$ cat src/rtl/mc_ctrl_fsm_pkg.sv
// ============================================================================
// Package  : mc_ctrl_fsm_pkg
// Brief    : State, opcode and datapath-control encodings shared by the
//            multicycle controller and its datapath.
// Revision : 1.0 - initial release
// ============================================================================
`default_nettype none

package mc_ctrl_fsm_pkg;

    typedef enum logic [3:0] {
        S_IDLE     = 4'd0,
        S_FETCH    = 4'd1,
        S_DECODE   = 4'd2,
        S_EXEC_R   = 4'd3,
        S_EXEC_I   = 4'd4,
        S_ALU_WB   = 4'd5,
        S_MEM_ADDR = 4'd6,
        S_MEM_RD   = 4'd7,
        S_MEM_WB   = 4'd8,
        S_MEM_WR   = 4'd9,
        S_BRANCH   = 4'd10,
        S_JAL      = 4'd11,
        S_HALT     = 4'd12,
        S_TRAP     = 4'd13
    } state_t;

    localparam logic [3:0] c_op_rtype = 4'h0;
    localparam logic [3:0] c_op_itype = 4'h1;
    localparam logic [3:0] c_op_load  = 4'h2;
    localparam logic [3:0] c_op_store = 4'h3;
    localparam logic [3:0] c_op_beq   = 4'h4;
    localparam logic [3:0] c_op_bne   = 4'h5;
    localparam logic [3:0] c_op_jal   = 4'h6;
    localparam logic [3:0] c_op_halt  = 4'hF;

    localparam logic [1:0] c_alu_add   = 2'd0;
    localparam logic [1:0] c_alu_sub   = 2'd1;
    localparam logic [1:0] c_alu_funct = 2'd2;

    localparam logic [1:0] c_srcb_b      = 2'd0;
    localparam logic [1:0] c_srcb_two    = 2'd1;
    localparam logic [1:0] c_srcb_imm    = 2'd2;
    localparam logic [1:0] c_srcb_imm_sh = 2'd3;

    localparam logic [1:0] c_pcsrc_aluout = 2'd1;
    localparam logic [1:0] c_pcsrc_jump   = 2'd2;

    localparam logic [1:0] c_wbsel_aluout = 2'd0;
    localparam logic [1:0] c_wbsel_mdr    = 2'd1;
    localparam logic [1:0] c_wbsel_pc     = 2'd2;

    localparam logic [1:0] c_trap_none    = 2'd0;
    localparam logic [1:0] c_trap_illegal = 2'd1;
    localparam logic [1:0] c_trap_mem     = 2'd2;

    // rdy_gated: enables/done qualified by mem_ready; br_cond: pc_en qualified by zero
    typedef struct packed {
        logic       pc_en;
        logic       ir_en;
        logic       mdr_en;
        logic       a_en;
        logic       b_en;
        logic       aluout_en;
        logic       rf_we;
        logic       mem_req;
        logic       mem_we;
        logic       iord;
        logic       alu_src_a;
        logic [1:0] alu_src_b;
        logic [1:0] alu_op;
        logic [1:0] pc_src;
        logic [1:0] wb_sel;
        logic       halted;
        logic       instr_done;
        logic       rdy_gated;
        logic       br_cond;
    } ctl_t;

    function automatic ctl_t ctl_decode(input state_t s);
        ctl_t c;
        c = '0;
        case (s)
            S_FETCH: begin
                c.mem_req   = 1'b1;
                c.alu_src_b = c_srcb_two;
                c.ir_en     = 1'b1;
                c.pc_en     = 1'b1;
                c.rdy_gated = 1'b1;
            end
            S_DECODE: begin
                c.a_en      = 1'b1;
                c.b_en      = 1'b1;
                c.aluout_en = 1'b1;
                c.alu_src_b = c_srcb_imm_sh;
            end
            S_EXEC_R: begin
                c.alu_src_a = 1'b1;
                c.alu_op    = c_alu_funct;
                c.aluout_en = 1'b1;
            end
            S_EXEC_I: begin
                c.alu_src_a = 1'b1;
                c.alu_src_b = c_srcb_imm;
                c.alu_op    = c_alu_funct;
                c.aluout_en = 1'b1;
            end
            S_ALU_WB: begin
                c.rf_we      = 1'b1;
                c.wb_sel     = c_wbsel_aluout;
                c.instr_done = 1'b1;
            end
            S_MEM_ADDR: begin
                c.alu_src_a = 1'b1;
                c.alu_src_b = c_srcb_imm;
                c.aluout_en = 1'b1;
            end
            S_MEM_RD: begin
                c.mem_req   = 1'b1;
                c.iord      = 1'b1;
                c.mdr_en    = 1'b1;
                c.rdy_gated = 1'b1;
            end
            S_MEM_WB: begin
                c.rf_we      = 1'b1;
                c.wb_sel     = c_wbsel_mdr;
                c.instr_done = 1'b1;
            end
            S_MEM_WR: begin
                c.mem_req    = 1'b1;
                c.mem_we     = 1'b1;
                c.iord       = 1'b1;
                c.instr_done = 1'b1;
                c.rdy_gated  = 1'b1;
            end
            S_BRANCH: begin
                c.alu_src_a  = 1'b1;
                c.alu_op     = c_alu_sub;
                c.pc_src     = c_pcsrc_aluout;
                c.pc_en      = 1'b1;
                c.br_cond    = 1'b1;
                c.instr_done = 1'b1;
            end
            S_JAL: begin
                c.rf_we      = 1'b1;
                c.wb_sel     = c_wbsel_pc;
                c.pc_en      = 1'b1;
                c.pc_src     = c_pcsrc_jump;
                c.instr_done = 1'b1;
            end
            S_HALT, S_TRAP: c.halted = 1'b1;
            default: ;
        endcase
        return c;
    endfunction

endpackage

`default_nettype wire

$ cat src/rtl/mc_wait_timer.sv
// ============================================================================
// Module   : mc_wait_timer
// Brief    : Memory wait-state counter; expired flags the last permitted edge.
// Revision : 1.0 - initial release
// ============================================================================
`default_nettype none

module mc_wait_timer #(
    parameter int TO_W        = 4,
    parameter int MEM_TIMEOUT = 15
) (
    input  logic clk_n,
    input  logic rst,
    input  logic clr,
    input  logic inc,
    output logic expired
);

    // Expired one count early so the trap lands on the MEM_TIMEOUT-th waiting edge
    localparam logic [TO_W-1:0] c_limit = TO_W'(MEM_TIMEOUT - 1);

    logic [TO_W-1:0] r_count;

    always_ff @(negedge clk_n or posedge rst) begin
        if (rst) begin
            r_count <= '0;
        end else if (clr) begin
            r_count <= '0;
        end else if (inc && !expired) begin
            r_count <= r_count + 1'b1;
        end
    end

    assign expired = (r_count == c_limit);

endmodule

`default_nettype wire

$ cat src/rtl/mc_ctrl_fsm.sv
// ============================================================================
// Module   : mc_ctrl_fsm
// Brief    : Moore control FSM sequencing the multicycle 16-bit datapath.
// Revision : 1.0 - initial release
// ============================================================================
`default_nettype none

module mc_ctrl_fsm
    import mc_ctrl_fsm_pkg::*;
#(
    parameter int MEM_TIMEOUT = 15,
    parameter int TO_W        = 4
) (
    input  logic       clk_n,
    input  logic       rst,
    input  logic [3:0] opcode,
    input  logic       zero,
    input  logic       mem_ready,
    output logic       pc_en,
    output logic       ir_en,
    output logic       mdr_en,
    output logic       a_en,
    output logic       b_en,
    output logic       aluout_en,
    output logic       rf_we,
    output logic       mem_req,
    output logic       mem_we,
    output logic       iord,
    output logic       alu_src_a,
    output logic [1:0] alu_src_b,
    output logic [1:0] alu_op,
    output logic [1:0] pc_src,
    output logic [1:0] wb_sel,
    output logic       halted,
    output logic [1:0] trap_cause,
    output logic       instr_done
);

    state_t     r_state;
    state_t     w_next;
    ctl_t       r_ctl;
    logic [1:0] r_trap_cause;
    logic [1:0] w_trap_set;
    logic       w_expired;
    logic       w_clr;
    logic       w_inc;
    logic       w_rdy_ok;

    always_comb begin
        w_next     = r_state;
        w_trap_set = c_trap_none;
        case (r_state)
            S_IDLE:   w_next = S_FETCH;
            S_FETCH: begin
                if (mem_ready) begin
                    w_next = S_DECODE;
                end else if (w_expired) begin
                    w_next     = S_TRAP;
                    w_trap_set = c_trap_mem;
                end
            end
            S_DECODE: begin
                case (opcode)
                    c_op_rtype:           w_next = S_EXEC_R;
                    c_op_itype:           w_next = S_EXEC_I;
                    c_op_load, c_op_store: w_next = S_MEM_ADDR;
                    c_op_beq, c_op_bne:   w_next = S_BRANCH;
                    c_op_jal:             w_next = S_JAL;
                    c_op_halt:            w_next = S_HALT;
                    default: begin
                        w_next     = S_TRAP;
                        w_trap_set = c_trap_illegal;
                    end
                endcase
            end
            S_EXEC_R, S_EXEC_I: w_next = S_ALU_WB;
            S_MEM_ADDR: w_next = (opcode == c_op_store) ? S_MEM_WR : S_MEM_RD;
            S_MEM_RD, S_MEM_WR: begin
                if (mem_ready) begin
                    w_next = (r_state == S_MEM_RD) ? S_MEM_WB : S_FETCH;
                end else if (w_expired) begin
                    w_next     = S_TRAP;
                    w_trap_set = c_trap_mem;
                end
            end
            S_ALU_WB, S_MEM_WB, S_BRANCH, S_JAL: w_next = S_FETCH;
            S_HALT, S_TRAP: w_next = r_state;
            default: w_next = S_IDLE;
        endcase
    end

    // Control word is registered from the next state; only ready/zero qualify it afterwards
    always_ff @(negedge clk_n or posedge rst) begin
        if (rst) begin
            r_state      <= S_IDLE;
            r_ctl        <= '0;
            r_trap_cause <= c_trap_none;
        end else begin
            r_state <= w_next;
            r_ctl   <= ctl_decode(w_next);
            if (w_trap_set != c_trap_none) begin
                r_trap_cause <= w_trap_set;
            end
        end
    end

    assign w_clr = (w_next != r_state);
    assign w_inc = r_ctl.rdy_gated & ~mem_ready;

    mc_wait_timer #(
        .TO_W        (TO_W),
        .MEM_TIMEOUT (MEM_TIMEOUT)
    ) u_wait_timer (
        .clk_n   (clk_n),
        .rst     (rst),
        .clr     (w_clr),
        .inc     (w_inc),
        .expired (w_expired)
    );

    assign w_rdy_ok = ~r_ctl.rdy_gated | mem_ready;

    assign pc_en      = r_ctl.pc_en & w_rdy_ok &
                        (~r_ctl.br_cond | (zero ^ (opcode == c_op_bne)));
    assign ir_en      = r_ctl.ir_en & w_rdy_ok;
    assign mdr_en     = r_ctl.mdr_en & w_rdy_ok;
    assign instr_done = r_ctl.instr_done & w_rdy_ok;
    assign a_en       = r_ctl.a_en;
    assign b_en       = r_ctl.b_en;
    assign aluout_en  = r_ctl.aluout_en;
    assign rf_we      = r_ctl.rf_we;
    assign mem_req    = r_ctl.mem_req;
    assign mem_we     = r_ctl.mem_we;
    assign iord       = r_ctl.iord;
    assign alu_src_a  = r_ctl.alu_src_a;
    assign alu_src_b  = r_ctl.alu_src_b;
    assign alu_op     = r_ctl.alu_op;
    assign pc_src     = r_ctl.pc_src;
    assign wb_sel     = r_ctl.wb_sel;
    assign halted     = r_ctl.halted;
    assign trap_cause = r_trap_cause;

endmodule

`default_nettype wire

$ cat config.mk
export PLATFORM = sky130hd
export DESIGN_NAME = mc_ctrl_fsm
export DESIGN_NICKNAME = d
export VERILOG_FILES = /design/src/rtl/mc_ctrl_fsm_pkg.sv /design/src/rtl/mc_wait_timer.sv /design/src/rtl/mc_ctrl_fsm.sv
export SDC_FILE = /design/constraint.sdc
export NUM_CORES = 1
export LEC_CHECK = 0
export ABC_AREA = 1
export CORE_UTILIZATION = 49
export DETAILED_ROUTE_END_ITERATION = 8
export PLACE_DENSITY = 0.76
export SYNTH_ARGS = -nofsm -noshare
export SYNTH_HDL_FRONTEND = slang
export SYNTH_SLANG_ARGS = --single-unit
$ cat constraint.sdc
create_clock -name clk_n -period 2 [get_ports clk_n]
set_input_delay 0.4 -clock clk_n [delete_from_list [all_inputs] [get_ports clk_n]]
set_output_delay 0.4 -clock clk_n [all_outputs]
set_load 0.005 [all_outputs]
# Yosys cells after proc, flatten, opt, wreduce, memory -nomap -nowiden
# Cells that the tools add are included.
[totals]
reg_bits = 32
word_cells = 123
[op_classes]
add_sub_neg = 1
eq_ne = 35
muxes = 30
bitwise_logic = 12
reduce_logical = 24
[op_table]
columns = ["operator", "n"]
rows = [
  ["$eq 4x4->1 const B", 14],
  ["$eq 4x3->1 const B", 11],
  ["$mux 4", 7],
  ["$pmux 4 s7", 1],
  ["$eq 4x2->1 const B", 6],
  ["$pmux 4 s6", 1],
  ["$reduce_or 2->1", 9],
  ["$pmux 2 s2", 4],
  ["$mux 1", 13],
  ["$eq 4x1->1 const B", 3],
  ["$reduce_or 3->1", 4],
  ["$reduce_or 5->1", 2],
  ["$logic_not 4->1", 2],
  ["$reduce_or 4->1", 2],
  ["$reduce_or 8->1", 1],
  ["$and 1x1->1", 6],
  ["$mux 2", 3],
  ["$pmux 2 s3", 1],
  ["$add 4x1->4 const B", 1],
  ["$ne 4x4->1", 1],
  ["$reduce_bool 2->1", 2],
  ["$not 1->1", 3],
  ["$or 1x1->1", 2],
  ["$logic_and 1x1->1", 1],
  ["other kinds (2)", 2],
]

# Depth between registers and ports, before layout
[logic_depth]
word_depth = 7
ltp_mapped = 14
mapped_depth_nobuf = 14

# Modules after synthesis
# Synthesis repeated with hierarchy kept, for this count alone.
[unflattened]
hier_cells = 241
area_unflattened_um2 = 1776.7
[by_module_without_submodules]
columns = ["module", "instances", "cells_per_inst", "area_per_inst_um2"]
rows = [
  ["mc_ctrl_fsm", 1, 208, 1524.0],
  ["mc_wait_timer", 1, 33, 252.7],
]

==> results.yml <==
setup_path:
  start_kind: "flip-flop"
  end_kind: "output port"
  worstPathCellList: "o21ai_0 -> o211ai_1 -> inv_1 -> buf_2"
  slowest_delay_ns: 0.43
  arrival_ns: 2.19
  cp_max_fo: 2
  critical-path-top-delay-family: "flip-flops"
  crit_buf_inv: 2
  cp_data_required_time_ns: 1.60
  cp_slowest_cell: "dfrtn_1"
  critPathKind: "reg -> out"
status:
  status: "finished, violations left"
  violations: "setup timing"
sta:
  slew_viol_final: 0
  finalHoldWorstSlack_ns: 0.511
  hold_violations: 0
  skew_ns: 0.00703
  setup_viol: 48
  max-slew-margin-rel_pct: 77.5
  worst_slack_ns: -0.593
  tightestPinTransition_ns: 0.337
  rsz0062_at_grt: "true"
die:
  core_sq_mm: 0.00336
  initial_core_util_pct: 51.3
  io_pins: 31
  rows: 21
  fp.dieH_um: 61.4
  dieArea_sq_mm: 0.00377
  die_w_um: 61.4
yosys:
  syn_avg_cell_area_sq_um: 7.61
  async_flop_share_pct: 100
  ys_types: 27
  yosysTopAreaCell: "dfrtn_1"
  ys.warnings.count: 0
  synth_top_area_share_pct: 42.0
  synth_area_sq_mm: 0.00173
  synth_common_cells: "nand2_1, nor2_1, dfrtn_1, inv_1, nand3_1"
  synthFlopType: "dfrtn_1"
  synth.most_common_cell: "nand2_1"
  ys_top_cells_by_area: "dfrtn_1, nand2_1, nor2_1"
  synth_cells: 227
  syn-num-nets: 237
  ys_seq_elements: 29
  synth_edf_count: 0
  synth-seq-area-share_pct: 42.0
final_layout:
  drive_above_1_share_pct: 56.7
  nNetsFinal: 308
  diodes: 0
  synthToLayoutAreaGrowth_pct: 57.8
global_route:
  grt-ovfl-total: 0
  antenna_found_initial: 0
  grt_pass1_vias: 1578
  grt_usage_pct: 24.4
  grt_pass1_wl_um: 6570
  grt_max_degree: 30
detailed_routing:
  drt_iter0_drc: 42
  vias: 1751
  totalWireLength_um: 5070
  antenna_left: 0
  wl_per_cell_um: 14.7
  drc: 0
  viasPerCell: 5.09
  drt_first_pass_iters: 4
clocking:
  clock_sinks: 29
  clockBufferDepth: 2
  htree_levels: 2
  root_buffer: "clkbuf_4"
  hold_buffers: 0
  insertion_delay_ns: 0.32
  cts_tree: "yes"
  numCtsBuffers: 5
  clkTransAtPathRegs_ns: 0.06
placed_design:
  dpl.hpwl_um: 3050
  portBuffers: 30
  preCtsSetupSlack_ns: -1.17
  gp_congestion: 0.976
power:
  max-vdd-ir-drop_mv: 1.35
  power.density_mw_per_mm2: 1350
  p_leak_uw: 0.00146
  p_total_uw: 3670
job:
  cap_violations: 0
worst_hold_path:
  hold_path.class: "reg -> reg"
-- cell type report --
| type | count | area (sq um) |
|---|---|---|
| clock buffer | 7 | 55.1 |
| sequential | 29 | 726 |
| timing repair buffer | 75 | 641 |
| fill | 217 | 639 |
| tap | 46 | 57.6 |
| multi-input combinational | 152 | 1070 |
| inverter | 35 | 179 |
-- state kept, by name (all words and copies together) (netlist names) --
signal and count:
r_ctl 6, r_state 4, u_wait_timer.r_count 4, alu_src_b 2
pc_src 2, trap_cause 2, a_en 1, alu_op 1
alu_src_a 1, aluout_en 1, halted 1, iord 1
mem_we 1, rf_we 1, wb_sel 1
-- through the flow --
step / instance area (sq um) / setup TNS, ns / utilization [%] / instances
after floorplan: 1810 / -6.37 / - / 227
after global placement: 2300 / -35.31 / 68.5 / 319
after detailed placement: 2300 / -36.10 / 68.5 / 319
after CTS: 2480 / -14.57 / 73.8 / 341
after global routing: 2720 / -15.47 / 81.0 / 344
final: 2720 / -13.44 / 81.0 / 344
-- tightest hold or removal path, stage by stage, from the launching register on --
cell and delay [ns]:
dfrtn_1 0.43, xor2_1 0.08, nor2_1 0.08
-- cell usage in the layout (no fill, tap or decap), types with 5 or more instances in the layout --
master,netlist,routed
buf_2,1,20
buf_4,9,30
buf_6,1,17
clkbuf_4,0,5
dfrtn_1,29,29
inv_1,26,17
inv_2,7,9
inv_4,2,6
nand2_1,57,35
nand2_2,6,18
nand2_4,2,11
nand3_1,11,9
nand4_1,6,6
nor2_1,34,17
nor2_2,8,15
nor2_4,4,14
o21ai_0,8,6
-- report_power, final --
group          switching [uW]  internal, uW
Combinational            1380          1050
Clock                     193           166
Sequential                117           769
-- repair_timing --
action,4_1_cts,5_1_grt
pin swaps,36,31
resized for setup,149,65
setup endpoints to repair,52,50
buffers inserted,18,9
hold endpoints to repair,0,0
-- routing by layer --
layer / vias up / track usage [%] / part of all wire (%)
li1: 833 / - / -
met1: 838 / 28.6 / 39
met2: 62 / 42.5 / 53
met3: 18 / 6.72 / 4.8
met4: 0 / 9.52 / 3.4
met5: - / 0 / 0
-- final timing paths --
path	start	endpoint	slack (ns)	cells after the start
max	r_ctl[0]	pc_en	-0.59	4
min	u_wait_timer.r_count[3]	u_wait_timer.r_count[3]	0.51	2
max reg2reg	u_wait_timer.r_count[0]	r_ctl[1]	-0.11	13
min reg2reg	u_wait_timer.r_count[3]	u_wait_timer.r_count[3]	0.51	2
max in group asynchronous	rst	trap_cause[1]	0.49	3
min in group asynchronous	rst	alu_src_b[0]	1.31	3
-- cell families after synthesis --
kind of cell / count (synthesis) / share of synthesized area [%]
XOR/XNOR: 3 / 1.52
AO/OA/AOI/OAI: 11 / 3.55
adder cells (fa/ha/maj): 2 / 1.45
flip-flops: 29 / 42.0
buffers and inverters: 46 / 12.8
AND/OR/NAND/NOR: 136 / 38.7
Power figures use the tool's default switching activity.
